$ cat config.mk
export PLATFORM = sky130hd
export DESIGN_NAME = pulse_meter_flat
export DESIGN_NICKNAME = d
export VERILOG_FILES = /design/src/rtl/pulse_meter_pkg.sv /design/src/rtl/pulse_meter_if.sv /design/src/rtl/pulse_meter_edge_sync.sv /design/src/rtl/pulse_meter.sv /design/src/flat_wrapper.sv
export SDC_FILE = /design/constraint.sdc
export NUM_CORES = 1
export LEC_CHECK = 0
export ABC_AREA = 1
export CORE_MARGIN = 2
export CORE_UTILIZATION = 61
export CTS_BUF_LIST = sky130_fd_sc_hd__clkbuf_8
export CTS_CLUSTER_SIZE = 16
export DETAILED_ROUTE_END_ITERATION = 10
export HOLD_SLACK_MARGIN = 0.12
export PLACE_DENSITY = 0.87
export SLEW_MARGIN = 0
export SYNTH_ARGS = -nofsm -noshare
export SYNTH_HDL_FRONTEND = slang
export SYNTH_SLANG_ARGS = --single-unit
$ cat constraint.sdc
create_clock -name clock -period 3.4 [get_ports clock]
set_input_delay 0.68 -clock clock [delete_from_list [all_inputs] [get_ports clock]]
set_output_delay 0.68 -clock clock [all_outputs]
set_load 0.1 [all_outputs]
$ cat src/rtl/pulse_meter_pkg.sv
// Shared types and helpers for the pulse_meter receiver.
// Optional glitch filtering is selected with PULSE_METER_GLITCH_FILTER_EN.
package pulse_meter_pkg;

  typedef enum logic {
    IDLE    = 1'b0,
    MEASURE = 1'b1
  } state_t;

  // Saturation value for a counter of the given width (all ones).
  function automatic logic [63:0] sat_max(input int unsigned width);
    return (64'd1 << width) - 64'd1;
  endfunction

endpackage

$ cat src/rtl/pulse_meter_if.sv
// Result/handshake bundle between pulse_meter and its consumer.
interface pulse_meter_if #(
  parameter int unsigned WIDTH = 8
);
  logic [WIDTH-1:0] period;
  logic [WIDTH-1:0] high_time;
  logic             valid;
  logic             overflow;
  logic             overrun;
  logic             ack;

  modport master (
    output period, high_time, valid, overflow, overrun,
    input  ack
  );

  modport slave (
    input  period, high_time, valid, overflow, overrun,
    output ack
  );
endinterface

$ cat src/rtl/pulse_meter_edge_sync.sv
// Synchroniser, optional glitch filter and rising-edge detector for an async input.
// Define PULSE_METER_GLITCH_FILTER_EN to reject single-cycle glitches.
module edge_sync #(
  parameter int unsigned SYNC_STAGES = 2
) (
  input  logic clock,
  input  logic reset_n,
  input  logic din,
  output logic lvl,
  output logic rise
);

  logic [SYNC_STAGES-1:0] sync_q;
  logic                   lvl_d;

  always_ff @(posedge clock or negedge reset_n) begin
    if (!reset_n) sync_q <= '0;
    else          sync_q <= {sync_q[SYNC_STAGES-2:0], din};
  end

`ifdef PULSE_METER_GLITCH_FILTER_EN
  logic lvl_q;
  logic pend_q;

  // lvl follows the synchronised input only after two consecutive differing samples.
  always_ff @(posedge clock or negedge reset_n) begin
    if (!reset_n) begin
      lvl_q  <= 1'b0;
      pend_q <= 1'b0;
    end else if (sync_q[SYNC_STAGES-1] != lvl_q) begin
      if (pend_q) begin
        lvl_q  <= sync_q[SYNC_STAGES-1];
        pend_q <= 1'b0;
      end else begin
        pend_q <= 1'b1;
      end
    end else begin
      pend_q <= 1'b0;
    end
  end

  assign lvl = lvl_q;
`else
  assign lvl = sync_q[SYNC_STAGES-1];
`endif

  always_ff @(posedge clock or negedge reset_n) begin
    if (!reset_n) lvl_d <= 1'b0;
    else          lvl_d <= lvl;
  end

  assign rise = lvl & ~lvl_d;

endmodule

$ cat src/rtl/pulse_meter.sv
// Measures period and high time of an async pulse train in clock cycles,
// holding each result under valid/ack. Glitch filter: PULSE_METER_GLITCH_FILTER_EN.
module pulse_meter
  import pulse_meter_pkg::*;
#(
  parameter int unsigned WIDTH       = 8,
  parameter int unsigned SYNC_STAGES = 2
) (
  input  logic           clock,
  input  logic           reset_n,
  input  logic           signal,
  input  logic           clear,
  pulse_meter_if.master  res
);

  localparam logic [WIDTH-1:0] SAT = WIDTH'(sat_max(WIDTH));

  state_t           state_q, state_d;
  logic             lvl, rise, publish;
  logic [WIDTH-1:0] cnt, hcnt;
  logic             ovf;

  edge_sync #(.SYNC_STAGES(SYNC_STAGES)) u_edge_sync (
    .clock   (clock),
    .reset_n (reset_n),
    .din     (signal),
    .lvl     (lvl),
    .rise    (rise)
  );

  always_ff @(posedge clock or negedge reset_n) begin
    if (!reset_n) state_q <= IDLE;
    else          state_q <= state_d;
  end

  always_comb begin
    state_d = state_q;
    publish = 1'b0;
    if (clear) begin
      state_d = IDLE;
    end else if (rise) begin
      state_d = MEASURE;
      publish = (state_q == MEASURE);
    end
  end

  // The rise cycle opens the new window, so both counters restart at 1.
  always_ff @(posedge clock or negedge reset_n) begin
    if (!reset_n) begin
      cnt  <= '0;
      hcnt <= '0;
      ovf  <= 1'b0;
    end else if (clear) begin
      cnt  <= '0;
      hcnt <= '0;
      ovf  <= 1'b0;
    end else if (rise) begin
      cnt  <= WIDTH'(1);
      hcnt <= WIDTH'(1);
      ovf  <= 1'b0;
    end else begin
      if (cnt != SAT) cnt <= cnt + WIDTH'(1);
      else            ovf <= 1'b1;
      if (lvl) begin
        if (hcnt != SAT) hcnt <= hcnt + WIDTH'(1);
        else             ovf  <= 1'b1;
      end
    end
  end

  always_ff @(posedge clock or negedge reset_n) begin
    if (!reset_n) begin
      res.period    <= '0;
      res.high_time <= '0;
      res.valid     <= 1'b0;
      res.overflow  <= 1'b0;
      res.overrun   <= 1'b0;
    end else if (clear) begin
      res.valid    <= 1'b0;
      res.overflow <= 1'b0;
      res.overrun  <= 1'b0;
    end else if (publish) begin
      if (!res.valid || res.ack) begin
        res.period    <= cnt;
        res.high_time <= hcnt;
        res.overflow  <= ovf;
        res.valid     <= 1'b1;
      end else begin
        res.overrun <= 1'b1;
      end
    end else if (res.ack) begin
      res.valid <= 1'b0;
    end
  end

endmodule

$ cat src/flat_wrapper.sv
// flat-port wrapper written by rule: the top's interface ports become plain ports
module pulse_meter_flat import pulse_meter_pkg::*;
#(
  parameter int unsigned WIDTH       = 8,
  parameter int unsigned SYNC_STAGES = 2
)
  (clock, reset_n, signal, clear, res_period, res_high_time, res_valid, res_overflow, res_overrun, res_ack);
  pulse_meter_if #(.WIDTH(WIDTH)) res_i ();
  input  logic clock;
  input  logic reset_n;
  input  logic signal;
  input  logic clear;
  output wire logic [$bits(res_i.period)-1:0] res_period;
  output wire logic [$bits(res_i.high_time)-1:0] res_high_time;
  output wire logic [$bits(res_i.valid)-1:0] res_valid;
  output wire logic [$bits(res_i.overflow)-1:0] res_overflow;
  output wire logic [$bits(res_i.overrun)-1:0] res_overrun;
  input wire logic [$bits(res_i.ack)-1:0] res_ack;
  assign res_period = res_i.period;
  assign res_high_time = res_i.high_time;
  assign res_valid = res_i.valid;
  assign res_overflow = res_i.overflow;
  assign res_overrun = res_i.overrun;
  assign res_i.ack = res_ack;
  pulse_meter #(.WIDTH(WIDTH), .SYNC_STAGES(SYNC_STAGES)) u_core (.clock(clock), .reset_n(reset_n), .signal(signal), .clear(clear), .res(res_i));
endmodule
Yosys cells after proc, flatten, opt, wreduce, memory -nomap -nowiden --
Index checks and enable logic that the tools add are counted.
Storage, ports and cells: input bits 5, word-level logic and storage cells 60, register bits 40, output and inout bits 19
Operators by class: bitwise gates (word level) 3, equality and inequality tests 4, add/subtract/negate cells 2, reductions and logical operators 14, mux-type cells 26
Operators with widths (number):
- 2-to-1 mux 8 bit | 7
- 2-to-1 mux 1 bit | 19
- adder 8 x 1 -> 8 bit (second input constant) | 2
- != test 8 bit (second input constant) | 2
- nonzero test 3 bit | 4
- AND reduction 2 bit | 4
- nonzero test 2 bit | 3
- != test 3 bit (second input constant) | 1
- AND reduction 3 bit | 1
- != test 2 bit (second input constant) | 1
- NOT 1 bit | 2
- bitwise AND 1 bit | 1
- logical NOT 1 bit | 1
- logical OR 1 bit | 1

Longest topological paths before layout --
Gate-level depths: netlist of run 1.
depth after elaboration 6, depth in mapped cells 8, mapped depth without buffers 8

Modules after synthesis --
From an unflattened synthesis of run 1, not the netlist that was laid out.
Unflattened totals: cells, all modules 216, area, all modules 1805.5 sq um
Modules (own cells, without submodules):
- pulse_meter | instances 1, area each 1720.4 sq um, cells each 211, seq. area each 925.9 sq um
- edge_sync | instances 1, area each 85.1 sq um, cells each 5, seq. area each 75.1 sq um

Least setup slack after synthesis of run 1 --
Ideal clock, no wire load.
path kind reg2reg, from register u_core.res.valid, to register u_core.res.high_time[2], arrival time 1.663 ns, slack 1.663 ns, cell stages (with the launch flop) 8, path buffers 1, required time 3.326 ns, clock period less this slack 1.737 ns, library setup time 0.074 ns, cell sequence dfrtp_1 > inv_1 > nor2_1 > inv_1 > nand3_4 > buf_2 > nand2_1 > o21ai_2
Between the ends: cells in the longest elaborated chain, start to end 3
Ends and longest elaborated chain:
- start, declared | line pulse_meter_if.sv:13 | output period, high_time, valid, overflow, overrun,
- start signal, assigned | line pulse_meter.sv:75 | res.valid <= 1'b0;
- start signal, assigned | line pulse_meter.sv:79 | res.valid <= 1'b0;
- start signal, assigned | line pulse_meter.sv:87 | res.valid <= 1'b1;
- logical NOT 1 bit | line pulse_meter.sv:83 | if (!res.valid || res.ack) begin
- logical OR 1 bit | line pulse_meter.sv:83
- AND reduction 3 bit (no line)
- end signal, assigned | line pulse_meter.sv:85 | res.high_time <= hcnt;
- end, declared | line pulse_meter_if.sv:13
Every way passes these cells. A chain may end at the register's enable or synchronous reset.

Worst setup path after layout of run 1 --
from register u_core.res.overflow, to output res_overflow
RTL lines:
- start, declared | line pulse_meter_if.sv:13
- start signal, assigned | line pulse_meter.sv:86 | res.overflow <= ovf;
- end, declared | line flat_wrapper.sv:16 | output wire logic [$bits(res_i.overflow)-1:0] res_overflow;
No word-level cell between the ends.

==> impl_metrics.json, run 1 <==
{
  "antenna_found_initial": 0,
  "yosys.cell_types.count": 21,
  "setup_tns_ns": 0,
  "ys_seq_area_share_pct": 55.2,
  "reg2reg_to": "u_core.hcnt[1]",
  "dpl.hpwl_um": 2420,
  "ys_seq_elements": 40,
  "worstPathCellList": "clkdlybuf4s50_1",
  "outcome": "complete, no violations",
  "area_delta_synth_final_pct": 16.2,
  "hold_viol": 0,
  "yosys_warnings": 0,
  "clk_pin_slew_ns": 0.07,
  "die_area_um2": 3420,
  "num_io_pins": 24,
  "final_common_cell": "nand2_1",
  "cts_buffers": 5,
  "synth_nets": 211,
  "holdWs_ns": 0.361,
  "yosysTopAreaCell": "dfrtp_1",
  "path_class": "flip-flop to output port",
  "drc": 0,
  "num_antenna_cells": 0,
  "hp-class": "flip-flop to flip-flop",
  "grtUsageMet3_pct": 7.25,
  "maxCapViolations": 0,
  "vias_per_cell": 5.52,
  "slowest_delay_ns": 1.14,
  "detail-route-antenna-nets": 0,
  "setup_viol": 0,
  "cp.required_ns": 2.72,
  "critical_path_depth": 1,
  "grt.met1_usage_pct": 30.2,
  "coreArea_um2": 2780,
  "startpoint_type": "flip-flop",
  "grt_pass1_wl_um": 6000,
  "grt.busiest_layer": "met2",
  "ff2ff_path_depth": 8,
  "power.density_nw_per_um2": 454,
  "die_h_um": 58.5,
  "final_cell_mix": "nand2_1 (44), dfrtp_1 (40), inv_1 (28)",
  "first_pass_iters": 4,
  "cts-root-buf": "clkbuf_8",
  "h-tree-depth": 2,
  "gr-total-overflow": 0,
  "final_nets": 237,
  "setup_slack_ns": 0.915,
  "port_buffers": 23,
  "dieWidth_um": 58.5,
  "timing.critical_path.buf_inv": 1,
  "cts_setup_buffers": 0,
  "slew_violations": 0,
  "synth_top_area_share_pct": 55.2,
  "max_freq_mhz": 402,
  "rsz0062_at_grt": "no",
  "ff2ff_setup_slack_ns": 1.64,
  "skew_ns": 0.00520,
  "crit_family": "buffers and inverters",
  "layout-drive-gt1-share_pct": 12.2,
  "critPathMaxFanout": 2,
  "finalCritPeriodShare_pct": 73.1,
  "cp_slowest_cell": "clkdlybuf4s50_1",
  "globalplace.congestion": 0.873,
  "use_met2_pct": 36.9,
  "synthTopCellsByArea": "dfrtp_1 (55%), nand2_1 (9.1%), inv_1 (5.6%)",
  "pre_cts_ws_ns": 1.11,
  "drt-total-wl_um": 3370,
  "critical_path_arrival_ns": 1.80,
  "rows": 19,
  "clkLatencyLatePin_ns": 0.29,
  "synth_area_um2": 1810,
  "cts_resized": 0,
  "postCtsHoldBufs": 0,
  "peakVddDrop_v": 0.000523,
  "end_kind": "output port",
  "slew_headroom_pct": 34.2,
  "vias": 1441,
  "avgRoutedWirePerCell_um": 12.9,
  "timing.rr.start": "u_core.hcnt[0]",
  "crit_end": "res_overflow",
  "setup.worst_path.start": "u_core.res.overflow",
  "p_leak_nw": 0.964,
  "grt_max_degree": 41,
  "power_w": 0.000957,
  "period_needed_ns": 2.48,
  "clock_path_buffers": 2,
  "tightest_slew_ns": 0.984,
  "track_usage_pct": 23.9,
  "cts.sinks": 40,
  "initial_core_util_pct": 65.2,
  "post-route-util_pct": 75.8,
  "cts_tree": "built",
  "synthCells": 204,
  "syn_area_per_cell_um2": 8.89,
  "grt_pass1_vias": 1393,
  "dr.first_iter.drc_count": 72
}
registers in the layout (all words and copies together) (netlist names):
register and flops:
u_core.ovf 1, u_core.res.valid 1, u_core.res.period 8, u_core.res.overrun 1, u_core.u_edge_sync.sync_q 2, u_core.state_q 1
u_core.u_edge_sync.lvl_d 1, u_core.res.overflow 1, u_core.cnt 8, u_core.res.high_time 8, u_core.hcnt 8
Yosys cell counts:
master    number
nor2_1        21
nand3_1       12
o21ai_1       14
ha_1           2
nor3_1         2
a211oi_1       1
inv_1         27
o21ai_2        9
buf_6          2
inv_2          2
nand3_4        1
xor2_1         3
a31oi_1        1
a21oi_1        6
nand4_1        5
dfrtp_1       40
buf_2          2
nor2_2         1
nor2_4         2
o21ai_0        7
nand2_1       44
metrics by stage:
step,area (um2),instances
after CTS,2110,261
after global placement,2030,254
after global routing,2110,261
after floorplan,1810,204
after detailed placement,2030,254
final,2110,261
metal layers:
| metal | vias to the layer above | part of all wire [%] |
|---|---|---|
| met1 | 663 | 44 |
| li1 | 708 | - |
| met3 | 7 | 7.6 |
| met2 | 63 | 46 |
| met4 | 0 | 2.5 |
| met5 | - | 0 |
logic make-up after synthesis:
| family | synth area share [%] |
|---|---|
| AO/OA/AOI/OAI | 12.6 |
| buffers and inverters | 7.80 |
| XOR/XNOR | 1.45 |
| flip-flops | 55.2 |
| adder cells (fa/ha/maj) | 1.38 |
| AND/OR/NAND/NOR | 21.6 |
worst min path at each step:
stage,startpoint,endpoint,depth (start not counted),slack [ns]
after CTS,u_core.u_edge_sync.sync_q[0],u_core.u_edge_sync.sync_q[1],0,0.37
after detailed placement,u_core.u_edge_sync.sync_q[0],u_core.u_edge_sync.sync_q[1],0,0.35
after floorplan,u_core.u_edge_sync.sync_q[0],u_core.u_edge_sync.sync_q[1],0,0.33
after global routing,u_core.u_edge_sync.sync_q[0],u_core.u_edge_sync.sync_q[1],0,0.39
final,u_core.u_edge_sync.sync_q[0],u_core.u_edge_sync.sync_q[1],0,0.36
after global placement,u_core.u_edge_sync.sync_q[0],u_core.u_edge_sync.sync_q[1],0,0.33
final cells by class:
| class | count | area, um2 |
|---|---|---|
| repair buffers | 23 | 210 |
| flip-flops and latches | 40 | 1000 |
| multi-input cells | 131 | 671 |
| inverters | 29 | 109 |
| well taps | 31 | 38.8 |
| clock inverters | 2 | 8.76 |
| fillers | 207 | 674 |
| clock buffers | 5 | 68.8 |
power breakdown:
part	switching, W	leakage [nW]	total (W)	internal (W)
combinational	0.000125	0.376	0.000161	0.0000358
sequential	0.0000142	0.543	0.000508	0.000494
clock	0.000152	0.0452	0.000288	0.000136
total	0.000291	0.964	0.000957	0.000666
Note: power is estimated with default switching activity, not from simulation.
==> run 2: changes to the inputs <==
--- a/config.mk
+++ b/config.mk
@@ -7,12 +7,12 @@
 export LEC_CHECK = 0
 export ABC_AREA = 1
 export CORE_MARGIN = 2
-export CORE_UTILIZATION = 61
+export CORE_UTILIZATION = 51
 export CTS_BUF_LIST = sky130_fd_sc_hd__clkbuf_8
 export CTS_CLUSTER_SIZE = 16
 export DETAILED_ROUTE_END_ITERATION = 10
 export HOLD_SLACK_MARGIN = 0.12
-export PLACE_DENSITY = 0.87
+export PLACE_DENSITY = 0.78
 export SLEW_MARGIN = 0
 export SYNTH_ARGS = -nofsm -noshare
 export SYNTH_HDL_FRONTEND = slang
==> constraint.sdc (replaced) <==
create_clock -name clock -period 2.01 [get_ports clock]
set_input_delay 0.402 -clock clock [delete_from_list [all_inputs] [get_ports clock]]
set_output_delay 0.402 -clock clock [all_outputs]
set_load 0.1 [all_outputs]
==> run 2 against run 1 <==
  * Sequential share of layout area down 1.2 points
  * Final area up 2.6%
  * Worst setup slack worse by 0.60 ns
  * Critical endpoint is now u_core.hcnt[1]
==> impl_metrics.json, run 2 (synthesized netlist as in run 1, its figures left out) <==
{
  "ff2ff_path_depth": 8,
  "critPathMaxFanout": 6,
  "path_class": "flip-flop to flip-flop",
  "slew_headroom_pct": 67.9,
  "finalCritPeriodShare_pct": 84.3,
  "avgRoutedWirePerCell_um": 12.0,
  "crit_top_cell": "nand2_1",
  "num_antenna_cells": 0,
  "slowest_delay_ns": 0.42,
  "grt_pass1_wl_um": 6030,
  "critical_path_arrival_ns": 1.87,
  "final_cell_mix": "nand2_1 (44), dfrtp_1 (40), inv_1 (27)",
  "end_kind": "flip-flop",
  "clkLatencyLatePin_ns": 0.29,
  "cts_resized": 0,
  "dieWidth_um": 63.6,
  "rows": 21,
  "vias": 1411,
  "max_freq_mhz": 590,
  "fill_cells": 308,
  "clk_pin_slew_ns": 0.07,
  "rsz0062_at_grt": "no",
  "multiInputGateArea_um2": 671,
  "hold_viol": 0,
  "grt_pass1_vias": 1393,
  "hp-class": "input port to asynchronous set/reset pin",
  "cts_setup_buffers": 0,
  "track_usage_pct": 19.4,
  "layout-drive-gt1-share_pct": 20.0,
  "grt_max_degree": 41,
  "p_leak_nw": 1.02,
  "cts_buffers": 5,
  "die_area_um2": 4050,
  "power.density_nw_per_um2": 783,
  "cts-root-buf": "clkbuf_8",
  "peakVddDrop_v": 0.000327,
  "drc": 0,
  "setup_slack_ns": 0.316,
  "cts_tree": "built",
  "setup_viol": 0,
  "timing.critical_path.buf_inv": 0,
  "dpl.hpwl_um": 2470,
  "drt-total-wl_um": 3380,
  "cp_slowest_cell": "dfrtp_1",
  "area_delta_synth_final_pct": 19.3,
  "cp.required_ns": 2.19,
  "die_h_um": 63.6,
  "coreArea_um2": 3360,
  "gr-total-overflow": 0,
  "tightest_slew_ns": 0.481,
  "port_buffers": 23,
  "seq_area_um2": 1000,
  "num_io_pins": 24,
  "crit_family": "simple AND/OR/NAND/NOR gates",
  "skew_ns": 0.00454,
  "pre_cts_ws_ns": 0.319,
  "worstPathCellList": "ha_1 > nand2_1 > nor2_1 > nand2_1 > nand2_1 > nand2_1 > nor2_1 > nor2_1",
  "startpoint_type": "flip-flop",
  "period_needed_ns": 1.69,
  "globalplace.congestion": 0.884,
  "h-tree-depth": 2,
  "postCtsHoldBufs": 0,
  "dr.first_iter.drc_count": 65,
  "initial_core_util_pct": 53.9,
  "power_w": 0.00169,
  "antenna_found_initial": 0,
  "maxCapViolations": 0,
  "final_nets": 242,
  "critical_path_depth": 8,
  "holdWs_ns": 0.153,
  "setup_tns_ns": 0,
  "outcome": "complete, no violations",
  "detail-route-antenna-nets": 0,
  "slew_violations": 0,
  "clock_path_buffers": 2,
  "vias_per_cell": 5.02,
  "final_common_cell": "nand2_1",
  "cts.sinks": 40,
  "first_pass_iters": 4
}
## run 2: cell count changes in the layout (fill, tap and decap cells not counted), sizes merged
cell	change
buf	+18
inv	-1
clkinv	-1
clkbuf	+2
clkdlybuf4s50	-13
## run 2: path summary, 6_finish.rpt
check	start	endpoint	slack, ns
worst max-delay path	u_core.hcnt[0]	u_core.hcnt[1]	0.32
worst min-delay path	reset_n	u_core.cnt[3]	0.15
worst max register to register	u_core.hcnt[0]	u_core.hcnt[1]	0.32
worst min register to register	u_core.u_edge_sync.sync_q[0]	u_core.u_edge_sync.sync_q[1]	0.35
max in group asynchronous	reset_n	u_core.res.overrun	1.52
min in group clock	u_core.u_edge_sync.sync_q[0]	u_core.u_edge_sync.sync_q[1]	0.35
## run 2: routing by layer
layer / GRT usage [%] / up-vias / share of wire, %
met5: 0 / - / 0
met4: 7.61 / 0 / 1.2
met3: 5.54 / 4 / 5.2
met2: 31.7 / 38 / 45
met1: 24.1 / 653 / 48
li1: - / 716 / -
## run 2: report_power, final
group | switching [W] | internal [W] | leakage, nW
clock | 0.000254 | 0.000305 | 0.0503
sequential | 0.0000236 | 0.000836 | 0.543
combinational | 0.000211 | 0.0000626 | 0.432
total | 0.000489 | 0.00120 | 1.02
## run 2: stage by stage
stage	std cells	util, %	area [um2]
floorplan	204	-	1810
global placement	274	61.4	2070
detailed placement	274	61.4	2070
CTS	281	64.3	2160
global route	281	64.3	2160
finish	281	64.3	2160
## run 2: layout make-up
| cell class | instances | area share, % |
|---|---|---|
| inverters | 29 | 5.03 |
| clock buffers | 7 | 4.46 |
| multi-input cells | 131 | 31.0 |
| well taps | 46 | 2.66 |
| flip-flops and latches | 40 | 46.3 |
| repair buffers | 28 | 10.5 |
## run 2: worst reg2reg max path, cell delays in order, from the launching register on
cell and delay (ns):
dfrtp_1 0.42, ha_1 0.23, nand2_1 0.09, nor2_1 0.14
nand2_1 0.14, nand2_1 0.21, nand2_1 0.17, nor2_1 0.13
nor2_1 0.06
==> run 3: changes to the inputs <==
==> constraint.sdc (replaced) <==
create_clock -name clock -period 1.4 [get_ports clock]
set_input_delay 0.28 -clock clock [delete_from_list [all_inputs] [get_ports clock]]
set_output_delay 0.28 -clock clock [all_outputs]
set_load 0.1 [all_outputs]
==> run 3 against run 2 <==
  * Sequential cell count did not move
  * Clock power rose by 40%
  * Critical path type unchanged
  * Largest power group unchanged
  * Register-to-register slack got worse by 0.26 ns
  * Core utilization rose by 13 points
  * Sequential share of layout area fell by 7.8 points
  * Critical path depth rose by 1
  * Non-clock buffer count rose by 20
  * Clock skew rose by 0.0024 ns
  * Maximum frequency rose by 26%
  * Combinational power rose by 88%
  * Worst setup slack got worse by 0.26 ns
  * Die area did not move
==> impl_metrics.json, run 3 (synthesized netlist as in run 1, its figures left out) <==
{
  "setup_tns_ns": 0,
  "cts_buffers": 5,
  "clk_pin_slew_ns": 0.08,
  "grt_pass1_vias": 1607,
  "die_h_um": 63.6,
  "hp-class": "flip-flop to flip-flop",
  "hold_viol": 0,
  "final_cell_mix": "nand2_1 (39), dfrtp_1 (39), inv_1 (27)",
  "area_delta_synth_final_pct": 43.8,
  "power.density_nw_per_um2": 976,
  "clkLatencyLatePin_ns": 0.29,
  "tightest_slew_ns": 0.344,
  "critPathMaxFanout": 3,
  "startpoint_type": "flip-flop",
  "end_kind": "flip-flop",
  "dieWidth_um": 63.6,
  "rsz0062_at_grt": "yes",
  "worstPathCellList": "ha_2 > nand2_4 > nor2_4 > nand2_2 > buf_4 > nand3_2 > inv_1 > nand2_1 > nand2_1",
  "cts-root-buf": "clkbuf_8",
  "layout-drive-gt1-share_pct": 30.5,
  "dpl.hpwl_um": 2780,
  "dr.first_iter.drc_count": 62,
  "maxCapViolations": 0,
  "slew_headroom_pct": 77.1,
  "rows": 21,
  "finalCritPeriodShare_pct": 95.8,
  "drt-total-wl_um": 3780,
  "setup_viol": 0,
  "grt_pass1_wl_um": 6780,
  "first_pass_iters": 4,
  "num_antenna_cells": 0,
  "slew_violations": 0,
  "detail-route-antenna-nets": 0,
  "drc": 0,
  "coreArea_um2": 3360,
  "clock_path_buffers": 2,
  "gr-total-overflow": 0,
  "initial_core_util_pct": 53.9,
  "vias": 1526,
  "power_w": 0.00254,
  "port_buffers": 23,
  "final_nets": 262,
  "cp_slowest_cell": "dfrtp_1",
  "cts.sinks": 40,
  "peakVddDrop_v": 0.000801,
  "p_leak_nw": 1.19,
  "globalplace.congestion": 0.895,
  "h-tree-depth": 2,
  "grt_max_degree": 25,
  "cts_tree": "built",
  "track_usage_pct": 21.6,
  "vias_per_cell": 5.05,
  "setup_slack_ns": 0.0584,
  "period_needed_ns": 1.34,
  "cp.required_ns": 1.58,
  "crit_top_cell": "nand2_1",
  "pre_cts_ws_ns": -0.0599,
  "path_class": "flip-flop to flip-flop",
  "avgRoutedWirePerCell_um": 12.5,
  "critical_path_arrival_ns": 1.53,
  "outcome": "complete, no violations",
  "crit_family": "simple AND/OR/NAND/NOR gates",
  "antenna_found_initial": 0,
  "timing.critical_path.buf_inv": 2,
  "slowest_delay_ns": 0.37,
  "max_freq_mhz": 745,
  "skew_ns": 0.00697,
  "die_area_um2": 4050,
  "num_io_pins": 24
}
[run 3: final timing paths]
| path | slack [ns] | end | start | cells after the start |
|---|---|---|---|---|
| min | 0.35 | u_core.u_edge_sync.sync_q[1] | u_core.u_edge_sync.sync_q[0] | 0 |
| min reg2reg | 0.35 | u_core.u_edge_sync.sync_q[1] | u_core.u_edge_sync.sync_q[0] | 0 |
| min in group asynchronous | 0.42 | u_core.cnt[0] | reset_n | 2 |
| max reg2reg | 0.06 | u_core.hcnt[6] | u_core.hcnt[0] | 9 |
| max | 0.06 | u_core.hcnt[6] | u_core.hcnt[0] | 9 |
| max in group asynchronous | 0.52 | u_core.res.valid | reset_n | 3 |
[run 3: routing by layer]
metal,vias to the layer above,routed length [um],track usage [%],part of all wire [%]
li1,752,-,-,-
met4,0,73,9.24,1.9
met3,7,136,6.61,3.6
met1,736,1700,26.1,45
met5,-,0,0,0
met2,31,1880,35.7,50
[run 3: what timing repair did]
| item | in CTS | in global routing |
|---|---|---|
| buffers inserted | 1 | 2 |
| gates cloned | 0 | 0 |
| endpoints found under the setup margin | 4 | 13 |
| pin swaps | 1 | 2 |
| gates resized for setup | 2 | 11 |
| hold endpoints to repair | 13 | 0 |
| hold buffers | 1 | 0 |
[run 3: final cells by class]
cell class              count  area, um2
clock inverters             2       10.0
multi-input cells         131        713
clock buffers               6       82.6
flip-flops and latches     40       1000
fillers                   233        756
well taps                  46       57.6
repair buffers             48        631
inverters                  29        109
[run 3: power by group]
group	total, W	leakage (nW)	internal [W]	switching (W)
sequential	0.00124	0.541	0.00120	0.0000423
combinational	0.000516	0.601	0.000193	0.000324
clock	0.000786	0.0510	0.000393	0.000393
total	0.00254	1.19	0.00179	0.000759
[run 3: per-stage QoR]
step,util [%],hold slack [ns],std cells,area (um2)
4_1_cts,76.0,0.352,300,2550
3_5_place_dp,72.5,0.205,290,2440
5_1_grt,77.5,0.363,302,2610
2_1_floorplan,-,-0.0156,204,1820
3_3_place_gp,72.5,0.203,290,2440
6_report,77.5,0.349,302,2610
==> RTL edit 1 (config.mk and constraints of run 3) <==
Build with the macro `PULSE_METER_GLITCH_FILTER_EN` defined.
--- a/src/rtl/pulse_meter_edge_sync.sv
+++ b/src/rtl/pulse_meter_edge_sync.sv
@@ -1,5 +1,7 @@
 // Synchroniser, optional glitch filter and rising-edge detector for an async input.
 // Define PULSE_METER_GLITCH_FILTER_EN to reject single-cycle glitches.
+`define PULSE_METER_GLITCH_FILTER_EN
+
 module edge_sync #(
   parameter int unsigned SYNC_STAGES = 2
 ) (
Formal check against the unedited RTL: not equivalent (a bounded check fails within 10 cycles, from zero or initial values and one cycle with reset_n low).
==> RTL edit 1 against run 3 <==
Area after synthesis up 12%. Count of clock-buffer cells in the layout stayed put. Non-clock buffer count decreased by 4. Hold slack better by 0.0034 ns. Sequential cell count grew 2. Worst setup slack worse by 0.0095 ns. Via count up 4.3%. Core utilization fell by 3.4 points. Routed wire length grew 9.1%. Final area up 6.5%.
Power is not compared: it rests on default switching activity, and its combinational part moved more than twofold at a synthesized area within 25%.
==> RTL edit 1: results (changes against run 3) <==
** Run status
- Result of the run :: completed

** Place
- The pre-CTS worst setup slack is -0.117 ns (-0.0570 ns).
- The number of cells after detailed placement was 304 (+4.8%).
- The half-perimeter wire length after detailed placement came to 3010 um (+8.5%).

** GRT
- Largest net degree at the start of global routing :: 43 (+72%)
- Overall fraction of global-route tracks in use :: 21.2% (-0.38 points)
- Vias in the first global route :: 1,632 (+1.6%)

** Clock network
- The setup fix buffers added after clock tree synthesis was 0 (-1).
- The post-cts repair resize count is 1 (-1).

** Finish
- Number of non-clock buffers :: 44 (-8.3%)
- Number of inverters outside the clock class in the layout :: 27 (-6.9%)
- Final non-clock buffer share :: 21.6% (-2.6 points)
- The count of multi-input combinational gates came to 145 (+11%).
- The area occupied by multi-input gates was 861 um^2 (+21%).
- Filler cell count :: 264 (+13%)
- The storage element area came to 1060 um^2 (+5.1%).
- The fraction of final layout cells with drive strength greater than 1 is 35.3% (+4.9 points).
- Number of sequential cells in the layout :: 42 (+5.0%)

** Worst setup path
- Worst flop-to-flop path startpoint :: u_core.cnt[0]
- Arrival time of data at the critical path endpoint :: 1.60 ns (+0.07 ns)
- Count of cells along the worst register-to-register path :: 8 (-1)
- Crit path to :: u_core.cnt[7]
- The worst-path maximum fanout is 4 (+1).

** Routing
- The number of vias after detailed routing was 1,592 (+4.3%).
- Number of DRC markers after the initial detailed-route iteration :: 96 (+55%)

** Logic synthesis
- Multiplexer area fraction after synthesis :: 0.552% (+0.55 points)
- Top area cells in the synthesized netlist :: dfrtp_1 52%, nand2_1 9.8%, o21ai_2 9.4%
- Number of instances in the synthesized netlist :: 220 (+7.8%)
- The count of distinct cell types in the synthesized netlist was 24 (+14%).
- The adder-cell area share of the yosys netlist is 1.23% (-0.15 points).
- Xor-xnor portion of the synthesized cell area :: 0.429% (-1.0 points)

** Pwr
- Switching part of the total power :: 39.7%

** Timing
- Worst setup slack after layout :: 0.0490 ns (-0.00949 ns)
- Fin Hold WS :: 0.352 ns (+0.00337 ns)
## RTL edit 1: changes by cell type after synthesis, moves of 4 or more
| cell | before | now |
|---|---|---|
| nand2_2 | 0 | 4 |
| nand2_1 | 44 | 53 |
| nand4_1 | 5 | 0 |
| o21ai_2 | 9 | 22 |
| o21ai_1 | 14 | 0 |
## RTL edit 1: routing by layer
layer / GRT usage (%) / up-vias / share of wire (%)
met5: 0 / - / 0
met4: 8.67 / 0 / 1.5
met3: 5.83 / 6 / 3.8
met2: 36.9 / 31 / 54
met1: 24.7 / 768 / 40
li1: - / 787 / -
## RTL edit 1: worst max-delay path: stages (launching register included)
cell	delay, ns
dfrtp_1	0.40
ha_2	0.22
nand2_2	0.09
nor2_4	0.13
buf_4	0.15
nand3_1	0.10
nand3b_1	0.10
nand2_1	0.06
inv_1	0.05
==> RTL edit 2 (config.mk and constraints of run 3) <==
Made on the original files. `WIDTH` is set to 8 in 3 places; all go to 10.
--- a/src/rtl/pulse_meter_if.sv
+++ b/src/rtl/pulse_meter_if.sv
@@ -1,6 +1,6 @@
 // Result/handshake bundle between pulse_meter and its consumer.
 interface pulse_meter_if #(
-  parameter int unsigned WIDTH = 8
+  parameter int unsigned WIDTH = 10
 );
   logic [WIDTH-1:0] period;
   logic [WIDTH-1:0] high_time;
--- a/src/rtl/pulse_meter.sv
+++ b/src/rtl/pulse_meter.sv
@@ -3,7 +3,7 @@
 module pulse_meter
   import pulse_meter_pkg::*;
 #(
-  parameter int unsigned WIDTH       = 8,
+  parameter int unsigned WIDTH       = 10,
   parameter int unsigned SYNC_STAGES = 2
 ) (
   input  logic           clock,
--- a/src/flat_wrapper.sv
+++ b/src/flat_wrapper.sv
@@ -1,7 +1,7 @@
 // flat-port wrapper written by rule: the top's interface ports become plain ports
 module pulse_meter_flat import pulse_meter_pkg::*;
 #(
-  parameter int unsigned WIDTH       = 8,
+  parameter int unsigned WIDTH       = 10,
   parameter int unsigned SYNC_STAGES = 2
 )
   (clock, reset_n, signal, clear, res_period, res_high_time, res_valid, res_overflow, res_overrun, res_ack);
Ports: changed (resized res_high_time and res_period); port bits go from 24 to 28. The function was not compared with the original's and may differ.
==> RTL edit 2 against run 3 <==
The flow now finishes with violations (setup timing). Sequential cell count grew 8. Final area increased by 23%. Die area rose by 23%. Worst setup slack got worse by 0.068 ns. Clock skew fell by 0.00050 ns. Routed wire length rose by 24%. Global-route usage shrank 2.2 points. Area after synthesis rose by 24%. Count of clock-buffer cells in the layout shrank 1. Power up 20%. Maximum frequency down 4.8%. Critical path type unchanged. Largest cell class unchanged.
==> RTL edit 2: results (changes against run 3) <==
** Logic synthesis
- The sequential cell area fraction in the yosys report is 53.2% (-2.0 points).
- Ranked by instance count, the synthesized netlist is headed by 56 x nand2_1, 48 x dfrtp_1, 28 x inv_1.
- Top area cells in the synthesized netlist :: dfrtp_1 53%, nand2_1 9.3%, inv_1 4.7%
- Number of library cell types mapped by synthesis :: 31 (+48%)
- Total nets after synthesis :: 257 (+22%)
- Share of the synthesized area in the top cell type :: 53.2% (-2.0 points)
- Synth Area per Inst :: 9.03 um^2 (+1.6%)

** Routing
- The starting DRC count in detailed routing was 152 (+150%).
- The wire length after detailed routing was 4710 um (+24%).
- The via-per-instance ratio came to 5.13 (+1.5%).

** Timing
- Worst Skew :: 0.00647 ns (-0.000500 ns)
- Sum of negative setup slack :: -0.00950 ns (-0.00950 ns)
- The number of setup violations in the final report is 1 (+1).
- Fin Hold WS :: 0.352 ns (+0.00328 ns)
- Worst max-slew margin expressed relative to the limit :: 77.7% (+0.67 points)
- The minimum setup slack in the final design was -0.00950 ns (-0.0679 ns).

** Worst hold path
- In this run the worst hold path is classified as reg2reg.
- Worst Hold Endpoint :: u_core.u_edge_sync.sync_q[1]

** Worst setup path
- The maximum single-stage delay on the critical path was 0.39 ns (+0.02 ns).
- Startpoint of the most critical setup path :: u_core.cnt[1]
- The worst-case reg-to-reg path depth is 8 (-1).
- CP max FO :: 5 (+2)
- The worst register-to-register path begins at u_core.cnt[1].
- Following the worst setup path forward leads to its endpoint at u_core.cnt[0].
- Arrival time of data at the critical path endpoint :: 1.61 ns (+0.08 ns)

** Place
- Placed inst area :: 2920 um^2 (+20%)
- The number of cells after detailed placement is 338 (+17%).
- The placer's final routability congestion estimate came to 0.830 (-7.3%).
- IO Port Bufs :: 27 (+17%)
- The pre-CTS worst setup slack is -0.177 ns (-0.117 ns).
- The half-perimeter wire length after detailed placement is 3210 um (+16%).

** Clock network
- The H-tree depth is 2 (unchanged).
- Clock root buffer master :: clkbuf_8

** Finish
- Share of cells above drive strength 1 :: 31.0% (+0.55 points)
- Post-Layout Cell Count :: 355 (+18%)
- Final Net Count :: 309 (+18%)

** Run status
- Result of the run :: finished with violations
- The checks that failed: setup timing.

** Pwr
- Highest ir drop seen on vdd :: 0.683 mV (-15%)
- The cell leakage power came to 1.44 nW (+21%).

** GRT
- The overall routing resource usage came to 19.4% (-2.2 points).
- The number of global-route vias before repair is 1,806 (+12%).
- The largest net degree at the start of global routing was 38 (+52%).
- The global-route wire length before repair was 7580 um (+12%).
-- RTL edit 2: cell types whose count changed in the layout (fill, tap and decap cells not counted), sizes merged, moves of 2 or more --
cell   before  now
nand2      44   62
dfrtp      40   48
nand3      13   18
o21ai      30   34
inv        29   32
a21oi       6    8
buf        44   46
nor2       24   26
-- RTL edit 2: power breakdown --
group          leakage, nW  switching, mW  internal [mW]
Combinational        0.744          0.472          0.270
Clock               0.0505          0.439          0.336
Sequential           0.646         0.0734           1.45
-- RTL edit 2: cells by family after synthesis --
group                    count (synthesis)  share of synthesized area, %
XOR/XNOR                                 4                          1.55
buffers and inverters                   37                          6.93
adder cells (fa/ha/maj)                  2                          1.11
AO/OA/AOI/OAI                           44                          11.3
flip-flops                              48                          53.2
AND/OR/NAND/NOR                        115                          25.9
-- RTL edit 2: repair_timing --
| item | 4_1_cts | 5_1_grt |
|---|---|---|
| setup buffers | 1 | 5 |
| hold endpoints to repair | 13 | 0 |
| endpoints found under the setup margin | 9 | 19 |
| hold buffers | 1 | 0 |
| resized for setup | 2 | 24 |
| pin swaps | 1 | 12 |
| cloned | 0 | 2 |
-- RTL edit 2: layout make-up --
cell class | instances | area (um^2)
Sequential cell | 48 | 1210
Inverter | 30 | 113
Clock inverter | 3 | 12.5
Multi-Input combinational cell | 166 | 1010
Clock buffer | 5 | 68.8
Timing Repair Buffer | 51 | 724
Fill cell | 272 | 1100
Tap cell | 52 | 65.1
-- RTL edit 2: layer usage --
metal	part of all wire (%)	track usage, %	wire length (um)	vias up
met4	2.1	9.19	100	0
met1	43	22.9	2000	868
met2	52	33.0	2440	33
met3	3.5	4.91	165	9
li1	-	-	-	911
met5	0	0	0	-
